$ cat src/rtl/rv32f_fpu_scheduler.sv
// rv32f_fpu_scheduler: issue and writeback scheduler for the RV32F FP_OP units.
// Pipelined ops reserve a slot in one shared writeback port; the iterative DIV
// result is buffered and slotted into free cycles, with starvation protection.
// Optional perf counters: define RV32F_FPU_SCHED_PERF_EN.
module rv32f_fpu_scheduler #(
  parameter int unsigned TAG_W      = 5,
  parameter int unsigned ADD_LAT    = 3,
  parameter int unsigned MUL_LAT    = 4,
  parameter int unsigned MISC_LAT   = 1,
  parameter int unsigned DIV_STARVE = 4
) (
  input  logic             clk,
  input  logic             rst_n,
  input  logic             issue_valid,
  output logic             issue_ready,
  input  logic [6:0]       issue_funct7,
  input  logic [2:0]       issue_funct3,
  input  logic [TAG_W-1:0] issue_tag,
  output logic             add_start,
  output logic             mul_start,
  output logic             misc_start,
  output logic             div_start,
  input  logic             div_busy,
  input  logic             div_done,
  output logic             illegal_op,
  output logic             wb_valid,
  output logic [1:0]       wb_unit,
  output logic [TAG_W-1:0] wb_tag
`ifdef RV32F_FPU_SCHED_PERF_EN
  ,
  output logic [31:0]      perf_stall_cnt,
  output logic [31:0]      perf_div_wait_cnt
`endif
);

  localparam int unsigned MAX_AM  = (ADD_LAT > MUL_LAT) ? ADD_LAT : MUL_LAT;
  localparam int unsigned MAX_LAT = (MAX_AM > MISC_LAT) ? MAX_AM : MISC_LAT;
  localparam int unsigned SC_W    = $clog2(DIV_STARVE + 1);

  typedef enum logic [1:0] {
    UNIT_ADD  = 2'd0,
    UNIT_MUL  = 2'd1,
    UNIT_MISC = 2'd2,
    UNIT_DIV  = 2'd3
  } unit_e;

  typedef enum logic [2:0] {CLS_ADD, CLS_MUL, CLS_MISC, CLS_DIV, CLS_ILL} op_cls_e;

  // res_*[i] describes the writeback occurring i+1 cycles from now
  logic [MAX_LAT-1:0] res_valid;
  unit_e              res_unit [MAX_LAT];
  logic [TAG_W-1:0]   res_tag  [MAX_LAT];

  logic               div_buf_valid;
  logic               div_pending;
  logic [TAG_W-1:0]   div_tag;
  logic [SC_W-1:0]    starve_cnt;
  logic               starve_block;

  op_cls_e            op_cls;
  logic               is_pipe;
  int unsigned        pipe_lat;
  unit_e              pipe_unit;
  logic               slot_busy;
  logic               hs;
  logic               nxt_pipe_v;
  unit_e              nxt_unit;
  logic [TAG_W-1:0]   nxt_tag;
  logic               div_drain;

  logic               unused_funct3;
  assign unused_funct3 = ^issue_funct3;

  // Classify the incoming op by funct7
  always_comb begin
    op_cls = CLS_ILL;
    case (issue_funct7)
      7'b0000000, 7'b0000100: op_cls = CLS_ADD;
      7'b0001000:             op_cls = CLS_MUL;
      7'b0001100, 7'b0101100: op_cls = CLS_DIV;
      7'b0010000, 7'b0010100, 7'b1100000, 7'b1110000,
      7'b1010000, 7'b1101000, 7'b1111000: op_cls = CLS_MISC;
      default:                op_cls = CLS_ILL;
    endcase
  end

  // Latency of a pipelined op and whether its writeback slot is already taken
  always_comb begin
    is_pipe   = 1'b1;
    pipe_lat  = ADD_LAT;
    pipe_unit = UNIT_ADD;
    case (op_cls)
      CLS_ADD:  ;
      CLS_MUL:  begin pipe_lat = MUL_LAT;  pipe_unit = UNIT_MUL;  end
      CLS_MISC: begin pipe_lat = MISC_LAT; pipe_unit = UNIT_MISC; end
      default:  is_pipe = 1'b0;
    endcase
    slot_busy = 1'b0;
    for (int unsigned i = 0; i < MAX_LAT; i++) begin
      if (i + 1 == pipe_lat && res_valid[i]) slot_busy = 1'b1;
    end
  end

  assign starve_block = (starve_cnt == SC_W'(DIV_STARVE));

  // Accept rules per op class; illegal ops are always swallowed
  always_comb begin
    case (op_cls)
      CLS_DIV: issue_ready = !div_busy && !div_buf_valid && !div_pending;
      CLS_ILL: issue_ready = 1'b1;
      default: issue_ready = !slot_busy && !starve_block;
    endcase
  end

  assign hs         = issue_valid && issue_ready;
  assign add_start  = hs && (op_cls == CLS_ADD);
  assign mul_start  = hs && (op_cls == CLS_MUL);
  assign misc_start = hs && (op_cls == CLS_MISC);
  assign div_start  = hs && (op_cls == CLS_DIV);
  assign illegal_op = hs && (op_cls == CLS_ILL);

  // Pipelined result due next cycle; a latency-1 op issued now bypasses the shift register
  always_comb begin
    nxt_pipe_v = res_valid[0];
    nxt_unit   = res_unit[0];
    nxt_tag    = res_tag[0];
    if (hs && is_pipe && pipe_lat == 1) begin
      nxt_pipe_v = 1'b1;
      nxt_unit   = pipe_unit;
      nxt_tag    = issue_tag;
    end
  end

  assign div_drain = div_buf_valid && !nxt_pipe_v;

  // Advance the reservation window and insert newly issued pipelined ops
  always_ff @(posedge clk or negedge rst_n) begin
    if (!rst_n) begin
      res_valid <= '0;
      for (int unsigned i = 0; i < MAX_LAT; i++) begin
        res_unit[i] <= UNIT_ADD;
        res_tag[i]  <= '0;
      end
    end else begin
      for (int unsigned i = 0; i + 1 < MAX_LAT; i++) begin
        res_valid[i] <= res_valid[i+1];
        res_unit[i]  <= res_unit[i+1];
        res_tag[i]   <= res_tag[i+1];
      end
      res_valid[MAX_LAT-1] <= 1'b0;
      for (int unsigned i = 0; i < MAX_LAT; i++) begin
        if (hs && is_pipe && i + 2 == pipe_lat) begin
          res_valid[i] <= 1'b1;
          res_unit[i]  <= pipe_unit;
          res_tag[i]   <= issue_tag;
        end
      end
    end
  end

  // Registered writeback port: pipelined reservation first, else the DIV buffer
  always_ff @(posedge clk or negedge rst_n) begin
    if (!rst_n) begin
      wb_valid <= 1'b0;
      wb_unit  <= 2'd0;
      wb_tag   <= '0;
    end else if (nxt_pipe_v) begin
      wb_valid <= 1'b1;
      wb_unit  <= nxt_unit;
      wb_tag   <= nxt_tag;
    end else if (div_buf_valid) begin
      wb_valid <= 1'b1;
      wb_unit  <= UNIT_DIV;
      wb_tag   <= div_tag;
    end else begin
      wb_valid <= 1'b0;
      wb_unit  <= 2'd0;
      wb_tag   <= '0;
    end
  end

  // DIV bookkeeping: outstanding flag, result buffer and starvation counter
  always_ff @(posedge clk or negedge rst_n) begin
    if (!rst_n) begin
      div_pending   <= 1'b0;
      div_tag       <= '0;
      div_buf_valid <= 1'b0;
      starve_cnt    <= '0;
    end else begin
      if (div_start) begin
        div_pending <= 1'b1;
        div_tag     <= issue_tag;
      end else if (div_done) begin
        div_pending <= 1'b0;
      end
      if (div_done)       div_buf_valid <= 1'b1;
      else if (div_drain) div_buf_valid <= 1'b0;
      if (div_drain)                         starve_cnt <= '0;
      else if (div_buf_valid && !starve_block) starve_cnt <= starve_cnt + 1'b1;
    end
  end

`ifdef RV32F_FPU_SCHED_PERF_EN
  // Saturating stall and DIV-wait counters
  always_ff @(posedge clk or negedge rst_n) begin
    if (!rst_n) begin
      perf_stall_cnt    <= '0;
      perf_div_wait_cnt <= '0;
    end else begin
      if (issue_valid && !issue_ready && perf_stall_cnt != '1)
        perf_stall_cnt <= perf_stall_cnt + 32'd1;
      if (div_buf_valid && !div_drain && perf_div_wait_cnt != '1)
        perf_div_wait_cnt <= perf_div_wait_cnt + 32'd1;
    end
  end
`endif

  a_div_done_proto: assert property (@(posedge clk) disable iff (!rst_n) !(div_done && div_buf_valid));

endmodule

$ cat config.mk
export PLATFORM = sky130hd
export DESIGN_NAME = rv32f_fpu_scheduler
export DESIGN_NICKNAME = d
export VERILOG_FILES = /design/src/rtl/rv32f_fpu_scheduler.sv
export SDC_FILE = /design/constraint.sdc
export NUM_CORES = 1
export LEC_CHECK = 0
export CAP_MARGIN = 20
export CORE_MARGIN = 4
export CORE_UTILIZATION = 52
export CTS_BUF_LIST = sky130_fd_sc_hd__clkbuf_4 sky130_fd_sc_hd__clkbuf_8 sky130_fd_sc_hd__clkbuf_16
export CTS_CLUSTER_SIZE = 16
export DETAILED_ROUTE_END_ITERATION = 7
export PLACE_DENSITY = 0.8
export SLEW_MARGIN = 15
export SYNTH_ARGS = -nofsm -noshare
export SYNTH_HDL_FRONTEND = slang
export SYNTH_SLANG_ARGS = --single-unit
$ cat constraint.sdc
create_clock -name clk -period 2.16 [get_ports clk]
set_clock_uncertainty 0.1 [all_clocks]
set_input_delay 0.216 -clock clk [delete_from_list [all_inputs] [get_ports clk]]
set_output_delay 0.216 -clock clk [all_outputs]
set_load 0.005 [all_outputs]
======== After elaboration in Yosys (flattened, before gate mapping) ========
Index checks and enable logic that the tools add are counted.
word-level totals
  register bits ........................... 50
  input bits .............................. 20
  word-level logic and storage cells ...... 109
  output and inout bits ................... 14
operators by class
  add/subtract/negate cells ............... 1
  reduce and logical (&&, ||, !) cells .... 36
  eq/ne operators ......................... 22
  mux-type cells .......................... 34
operators by type and width
  cell                 count
  $eq 2x32->1 const A  2
  $eq 3x32->1 const A  2
  $eq 7x7->1 const B   5
  $eq 1x32->1 const A  1
  $eq 32x1->1 const B  1
  $mux 5               6
  $logic_and 1x1->1    21
  $mux 1               16
  $eq 7x4->1 const B   2
  $eq 7x5->1 const B   2
  $mux 2               6
  $pmux 3 s4           1
  $eq 7x3->1 const B   1
  $eq 7x6->1 const B   1
  $logic_not 7->1      1
  $reduce_or 7->1      1
  $eq 3x2->1 const B   2
  $eq 3x3->1 const B   2
  $logic_not 1->1      6
  $mux 3               2
  $pmux 3 s2           1
  $reduce_bool 2->1    3
  $pmux 2 s2           1
  $reduce_or 2->1      2
  other kinds (5)      5

======== Depth between registers and ports, before layout ========
Gate-level depths: netlist of run 1.
  depth in word-level cells ............... 22
  depth in mapped cells ................... 7
  depth with buffers taken out ............ 7

======== Worst setup path after synthesis of run 1 ========
Ideal clock, no wire load.
  kind .................................... flip-flop to flip-flop
  start point ............................. reg starve_cnt[0]
  end point ............................... reg res_tag[10] in the netlist's numbering
  path buffers ............................ 0
  library setup time ...................... 125 ps
  data required time ...................... 1935 ps
  slack ................................... 337 ps
  period minus slack after synthesis ...... 1823 ps
  stages on the path, launching flop included .. 7
  data arrival time ....................... 1598 ps
  cells stage by stage .................... dfrtp_1 inv_1 ha_1 and2_1 a31oi_1 nand4_4 mux2_4
on the way
  longest elaborated chain between the ends .. 8
RTL lines
  item                             line  RTL
  start: declaration               57    logic [SC_W-1:0] starve_cnt;
  start signal: assignment         199   else if (div_buf_valid && !starve_block) starve_cnt <= starve_cnt + 1'b1;
  $eq 3x3->1                       104   assign starve_block = (starve_cnt == SC_W'(DIV_STARVE));
  $logic_not 1->1                  111   default: issue_ready = !slot_busy && !starve_block;
  $logic_and 1x1->1                111
  $pmux 1 s2                       108   case (op_cls)
  $logic_and 1x1->1                115   assign hs = issue_valid && issue_ready;
  $logic_and 1x1->1 (2 in series)  152   if (hs && is_pipe && i + 2 == pipe_lat) begin
  $mux 5                           152
  end signal: indexed assignment   148   res_tag[i] <= res_tag[i+1];
  end signal: indexed assignment   155   res_tag[i] <= issue_tag;
  end: declaration                 52    logic [TAG_W-1:0] res_tag [MAX_LAT];
No other way between the ends.
A chain may end at the register's enable or synchronous reset.

======== Final worst setup path of run 1 ========
  start point ............................. reg div_buf_valid
  end point ............................... out misc_start
on the way
  longest elaborated chain between the ends .. 6
RTL lines
  item                             line  RTL
  start: declaration               54    logic div_buf_valid;
  start signal: assignment         187   div_buf_valid <= 1'b0;
  start signal: assignment         196   if (div_done) div_buf_valid <= 1'b1;
  start signal: assignment         197   else if (div_drain) div_buf_valid <= 1'b0;
  $logic_not 1->1                  109   CLS_DIV: issue_ready = !div_busy && !div_buf_valid && !div_pending;
  $logic_and 1x1->1 (2 in series)  109
  $pmux 1 s2                       108
  $logic_and 1x1->1                115
  $logic_and 1x1->1                118   assign misc_start = hs && (op_cls == CLS_MISC);
  end: declaration                 21    output logic misc_start,
No other way between the ends.

==> impl_metrics.yaml, run 1 <==
clock_network:
  htreeDepth: 2
  cts_buffers: 5
  clk_pin_slew_ps: 90
  clockBufferDepth: 2
  cts_tree: "done"
  cts_sinks: 50
  cts-root-buf: "clkbuf_8"
  clock_latency_ps: 300
die:
  fp.dieW_um: 70.6
  start_util_pct: 54.9
  io_pins: 34
  fp.dieH_um: 70.6
  die_area_um2: 4990
  core_um2: 3720
  num_rows: 22
power_and_ir_drop:
  ir_drop_v: 0.000490
  p_sw_share_pct: 25.2
  p_leak_nw: 1.33
  switchingPower_mw: 0.441
  pwr-share-clk_pct: 30.2
  pwr-share-comb_pct: 13.5
  seqPwrFrac_pct: 56.3
  power_density_nw_per_um2: 671
  power_mw: 1.75
  p_int_mw: 1.31
logic_synthesis:
  async_reset_ff_share_pct: 100
  synthCells: 165
  netlist.area_leader.share_pct: 61.3
  synth_cell_type_count: 37
  ys_seq_elements: 50
  synth_edf_count: 0
  synth-main-ff-cell: "dfrtp_1"
  syn_area_um2: 2040
  syn-num-nets: 187
  synth_area_leaders: "dfrtp_1 61%, mux2_4 3.7%, and2_1 3.4%"
  synth.avg_cell_area_um2: 12.4
  ys_seq_area_share_pct: 61.3
  yosysWarnings: 0
  yosys.area.top_type: "dfrtp_1"
placed_design:
  hpwlAfterDp_mm: 3.00
  gp_congestion: 0.901
  post-place-ws_ps: -409
  io_buffers: 30
  dpl_cell_area_um2: 2470
global_routing:
  grt_pass1_vias: 1541
  grt_pass1_wl_mm: 7.19
  grt_max_degree: 29
  overflow: 0
  antenna_found_initial: 0
  track_usage_pct: 18.4
setup_path:
  crit_type: "reg -> out"
  cp_data_required_time_ps: 1840
  startpoint_type: "flop"
  cp_max_fo: 6
  worst_setup_path_end_kind: "output pin"
  cp.arrival_ps: 1730
sta:
  setup_slack_ps: 116
  slew_headroom_pct: 64.4
  period_share_pct: 94.6
  drv_slew: 0
  hold_viol: 0
  finalCriticalPeriod_ps: 2040
  setup_viol: 0
  worst_pin_slew_ps: 534
  fmax_mhz: 489
  rsz0062_at_grt: "false"
  setup_tns_ps: 0
cells_and_area:
  fin_area_um2: 2610
  utilization_pct: 70.2
  nFillCells: 256
  drive_gt1_share_pct: 25.2
  diodes: 0
  nNetsFinal: 227
  area_growth_pct: 27.8
detailed_routing:
  drc_errors: 0
  wl_per_cell_um: 16.5
  drt_iter0_markers: 94
  dr_total_vias: 1370
  detail-route-antenna-nets: 0
  drtPass1Iterations: 4
  finalWirelength_mm: 4.19
  avgViaCountPerCell: 5.39
job:
  drv_cap: 0
status:
  status: "finished, final reports clean"
hold_path:
  hold_class: "reg -> reg"
[final cells by class]
type | count | area (um^2) | area share (%)
Clock buffer | 5 | 68.8 | 2.64
Clock inverter | 3 | 21.3 | 0.815
Inverter | 6 | 22.5 | 0.863
Multi-Input combinational cell | 89 | 714 | 27.4
Sequential cell | 50 | 1250 | 48.0
Tap cell | 48 | 60.1 | 2.30
Timing Repair Buffer | 53 | 470 | 18.0
[synth_stat cells (all sizes together) (2+ instances only)]
cell	n
inv	6
mux2	15
nor3b	2
nand2	11
nand3	3
a21o	2
nor4	2
nor2	3
a21boi	2
nand2b	5
a21oi	3
o21ai	4
nor2b	3
nor3	3
a221o	5
ha	2
clkbuf	16
o21bai	2
dfrtp	50
and2	11
buf	4
[timing repair]
item	CTS	global route
endpoints found under the setup margin	6	9
endpoints found under the hold margin	22	0
buffers inserted	2	1
pin swaps	2	4
resized for setup	15	11
hold buffers	1	0
[metrics by stage]
| step | hold WS (ps) | instances |
|---|---|---|
| after CTS | 258 | 253 |
| after global routing | 265 | 254 |
| final | 259 | 254 |
| after detailed placement | 123 | 242 |
| after floorplan | -180 | 165 |
| after global placement | 104 | 242 |
[sequential cells by signal, indices dropped and copies added (netlist names)]
name	flops
res_tag	20
div_pending	1
div_buf_valid	1
wb_tag	5
res_unit	8
starve_cnt	3
wb_valid	1
res_valid	4
wb_unit	2
div_tag	5
[power groups by stage]
stage | registers (mW) | logic (mW) | clock network [mW]
floorplan | 1.00 | 0.0928 | 0
global placement | 1.00 | 0.207 | 0
detailed placement | 1.00 | 0.228 | 0
CTS | 0.985 | 0.235 | 0.544
global route | 0.989 | 0.260 | 0.578
finish | 0.986 | 0.236 | 0.528
[placed cells by master, fill, tap and decap left out, types with 3 or more instances in the layout]
cell type | Yosys | layout
clkdlybuf4s50_1 | 0 | 19
nand3_1 | 3 | 3
nor2b_1 | 3 | 3
clkbuf_8 | 0 | 5
dfrtp_1 | 50 | 50
nand2b_1 | 5 | 5
mux2_4 | 5 | 5
nor3_1 | 3 | 3
buf_4 | 0 | 20
dlygate4sd2_1 | 0 | 5
mux2_2 | 5 | 5
mux2_1 | 5 | 5
a221o_1 | 5 | 5
and2_1 | 11 | 11
nand2_1 | 11 | 11
inv_1 | 6 | 6
[worst paths after layout]
| check | startpoint | depth (start not counted) | slack, ps | endpoint |
|---|---|---|---|---|
| max in group asynchronous | rst_n | 3 | 1120 | wb_tag[0]$_DFF_PN0_ |
| hold reg to reg | res_tag[13]$_DFF_PN0_ | 0 | 260 | res_tag[18]$_DFF_PN0_ |
| min in group asynchronous | rst_n | 2 | 320 | starve_cnt[0]$_DFFE_PN0P_ |
| setup reg to reg | starve_cnt[1]$_DFFE_PN0P_ | 7 | 210 | res_tag[14]$_DFF_PN0_ |
| hold / removal | res_tag[13]$_DFF_PN0_ | 0 | 260 | res_tag[18]$_DFF_PN0_ |
| setup / recovery | div_buf_valid$_DFFE_PN0P_ | 5 | 120 | misc_start |
[critical path, cell delays in order, from the launching register on]
cell and delay (ps):
dfrtp_1 430, nor3_1 240, and3_4 230, nand2_1 90, a21oi_2 180, dlygate4sd2_1 260
[kinds of logic (layout without fill, tap and decap cells)]
family | Yosys count | after routing | share of synthesized area [%]
multiplexers | 15 | 15 | 9.20
AO/OA/AOI/OAI | 23 | 23 | 8.52
buffers and inverters | 26 | 67 | 5.03
AND/OR/NAND/NOR | 48 | 48 | 14.5
adder cells (fa/ha/maj) | 2 | 2 | 1.23
flip-flops | 50 | 50 | 61.3
other | 1 | 1 | 0.184
[routing by layer]
layer  GRT usage [%]  part of all wire [%]  routed length [um]
met5               0                     0                   0
met1            21.0                    39                1620
met2            32.5                    54                2280
met3            4.55                   4.4                 186
met4            8.35                   2.6                 109
No activity file was read; power rests on OpenSTA's default activity.
==> run 2: changes to the inputs <==
TNS_END_PERCENT = 100   (was not set)
==> results of run 2 <==
No change in the layout: final DEF, timing and power equal those of run 1.
==> run 3: changes to the inputs <==
CORE_MARGIN = 2   (was 4)
==> run 3 against run 2 <==
Utilization up 2.0 points. First-iteration DRC count up 7.4%. Sequential cell count unchanged. Critical path depth up 1. Sequential share of layout area down 1.3 points. Combinational power up 10%. Highest routed layer unchanged.
==> impl_metrics.yaml, run 3 (synthesis results as in run 1) <==
status:
  status: "finished, final reports clean"
clock_network:
  clock_latency_ps: 300
  cts_sinks: 50
  cts_buffers: 5
  cts-root-buf: "clkbuf_8"
  clk_pin_slew_ps: 90
  htreeDepth: 2
  cts_tree: "done"
  clockBufferDepth: 2
power_and_ir_drop:
  seqPwrFrac_pct: 52.5
  pwr-share-clk_pct: 33.7
  power_density_nw_per_um2: 701
  power_mw: 1.88
  ir_drop_v: 0.000396
  p_leak_nw: 1.37
  p_sw_share_pct: 23.7
  p_int_mw: 1.44
  switchingPower_mw: 0.446
  pwr-share-comb_pct: 13.8
sta:
  finalCriticalPeriod_ps: 2080
  fmax_mhz: 480
  setup_viol: 0
  slew_headroom_pct: 55.3
  worst_pin_slew_ps: 670
  setup_tns_ps: 0
  hold_viol: 0
  period_share_pct: 96.4
  drv_slew: 0
setup_path:
  reg2reg_slack_ps: 280
  cp_data_required_time_ps: 1840
  worst_setup_path_end_kind: "output pin"
  cp.arrival_ps: 1770
  crit_type: "reg -> out"
  cp_max_fo: 3
  startpoint_type: "flop"
placed_design:
  hpwlAfterDp_mm: 2.84
  io_buffers: 30
  gp_congestion: 0.848
global_routing:
  track_usage_pct: 20.5
  grt_pass1_wl_mm: 6.58
  overflow: 0
  grt_pass1_vias: 1411
  grt_max_degree: 32
  antenna_found_initial: 0
cells_and_area:
  diodes: 0
  layout_commonest_cell: "dfrtp_1"
  drive_gt1_share_pct: 28.5
  largest_register_ffs: 20
  reg.largest.list: "res_tag (20), res_unit (8)"
  top_register: "res_tag"
  final_cell_mix: "49 x dfrtp_1, 23 x buf_4, 19 x clkdlybuf4s50_1"
  utilization_pct: 72.2
  nNetsFinal: 229
  area_growth_pct: 31.5
detailed_routing:
  finalWirelength_mm: 4.15
  drtPass1Iterations: 4
  drt_iter0_markers: 101
  wl_per_cell_um: 16.3
  drc_errors: 0
  avgViaCountPerCell: 5.34
  dr_total_vias: 1361
  detail-route-antenna-nets: 0
die:
  core_um2: 3720
  fp.dieH_um: 66.6
  fp.dieW_um: 66.6
  die_area_um2: 4440
  start_util_pct: 54.9
  io_pins: 34
  num_rows: 22
hold_path:
  hold_class: "reg -> reg"
job:
  drv_cap: 0
-- run 3: cell types whose count changed in the layout (fill, tap and decap cells not counted), moves of 2 or more --
cell	before	now
buf_4	20	23
and2_1	11	9
and2_4	0	2
clkbuf_2	2	0
dlygate4sd2_1	5	7
-- run 3: per-stage QoR --
stage | instances | setup WS (ps) | cell area (um^2) | hold slack (ps)
4_1_cts | 254 | -5.35 | 2670 | 254
3_3_place_gp | 241 | -215 | 2450 | 169
3_5_place_dp | 241 | -325 | 2450 | 178
5_1_grt | 255 | -0.952 | 2680 | 252
2_1_floorplan | 165 | 337 | 2040 | -180
6_report | 255 | 77.3 | 2680 | 246
-- run 3: power by group through the flow --
| stage | Clock, mW | Sequential [mW] | Combinational [mW] |
|---|---|---|---|
| floorplan | 0 | 1.00 | 0.0928 |
| global placement | 0 | 1.00 | 0.200 |
| detailed placement | 0 | 1.01 | 0.218 |
| CTS | 0.641 | 0.985 | 0.254 |
| global route | 0.694 | 0.989 | 0.284 |
| finish | 0.633 | 0.988 | 0.260 |
-- run 3: cell type report --
cell class	instances	area [um^2]
sequential	50	1250
fill	242	1030
multi-input combinational	89	761
timing repair buffer	55	480
clock buffer	5	68.8
tap	48	60.1
clock inverter	2	38.8
inverter	6	22.5
-- run 3: layer usage --
metal,global-route usage (%),share of wire [%],vias to the layer above
met5,0,0,-
met2,35.5,52,43
met3,5.74,4.3,11
met4,7.65,1.8,0
li1,-,-,632
met1,24.2,42,675
-- run 3: worst paths after layout --
check | start | to | depth (start not counted)
worst max-delay path | starve_cnt[0]$_DFFE_PN0P_ | add_start | 6
worst min-delay path | res_tag[13]$_DFF_PN0_ | res_tag[18]$_DFF_PN0_ | 0
worst max register to register | starve_cnt[0]$_DFFE_PN0P_ | res_tag[10]$_DFF_PN0_ | 7
worst min register to register | res_tag[13]$_DFF_PN0_ | res_tag[18]$_DFF_PN0_ | 0
max in group asynchronous | rst_n | res_tag[6]$_DFF_PN0_ | 3
min in group asynchronous | rst_n | wb_tag[3]$_DFF_PN0_ | 2
-- run 3: worst max-delay path, stage by stage, from the launching register on --
cell	delay, ps
dfrtp_1	360
inv_1	50
ha_1	230
and2_4	190
a31oi_4	170
and4_1	220
dlygate4sd2_1	240
-- run 3: timing repair --
action	4_1_cts	5_1_grt
endpoints found under the setup margin	6	5
buffers inserted	5	1
pin swaps	3	3
hold buffers	1	0
gates cloned	0	0
hold endpoints to repair	29	0
gates resized for setup	27	5
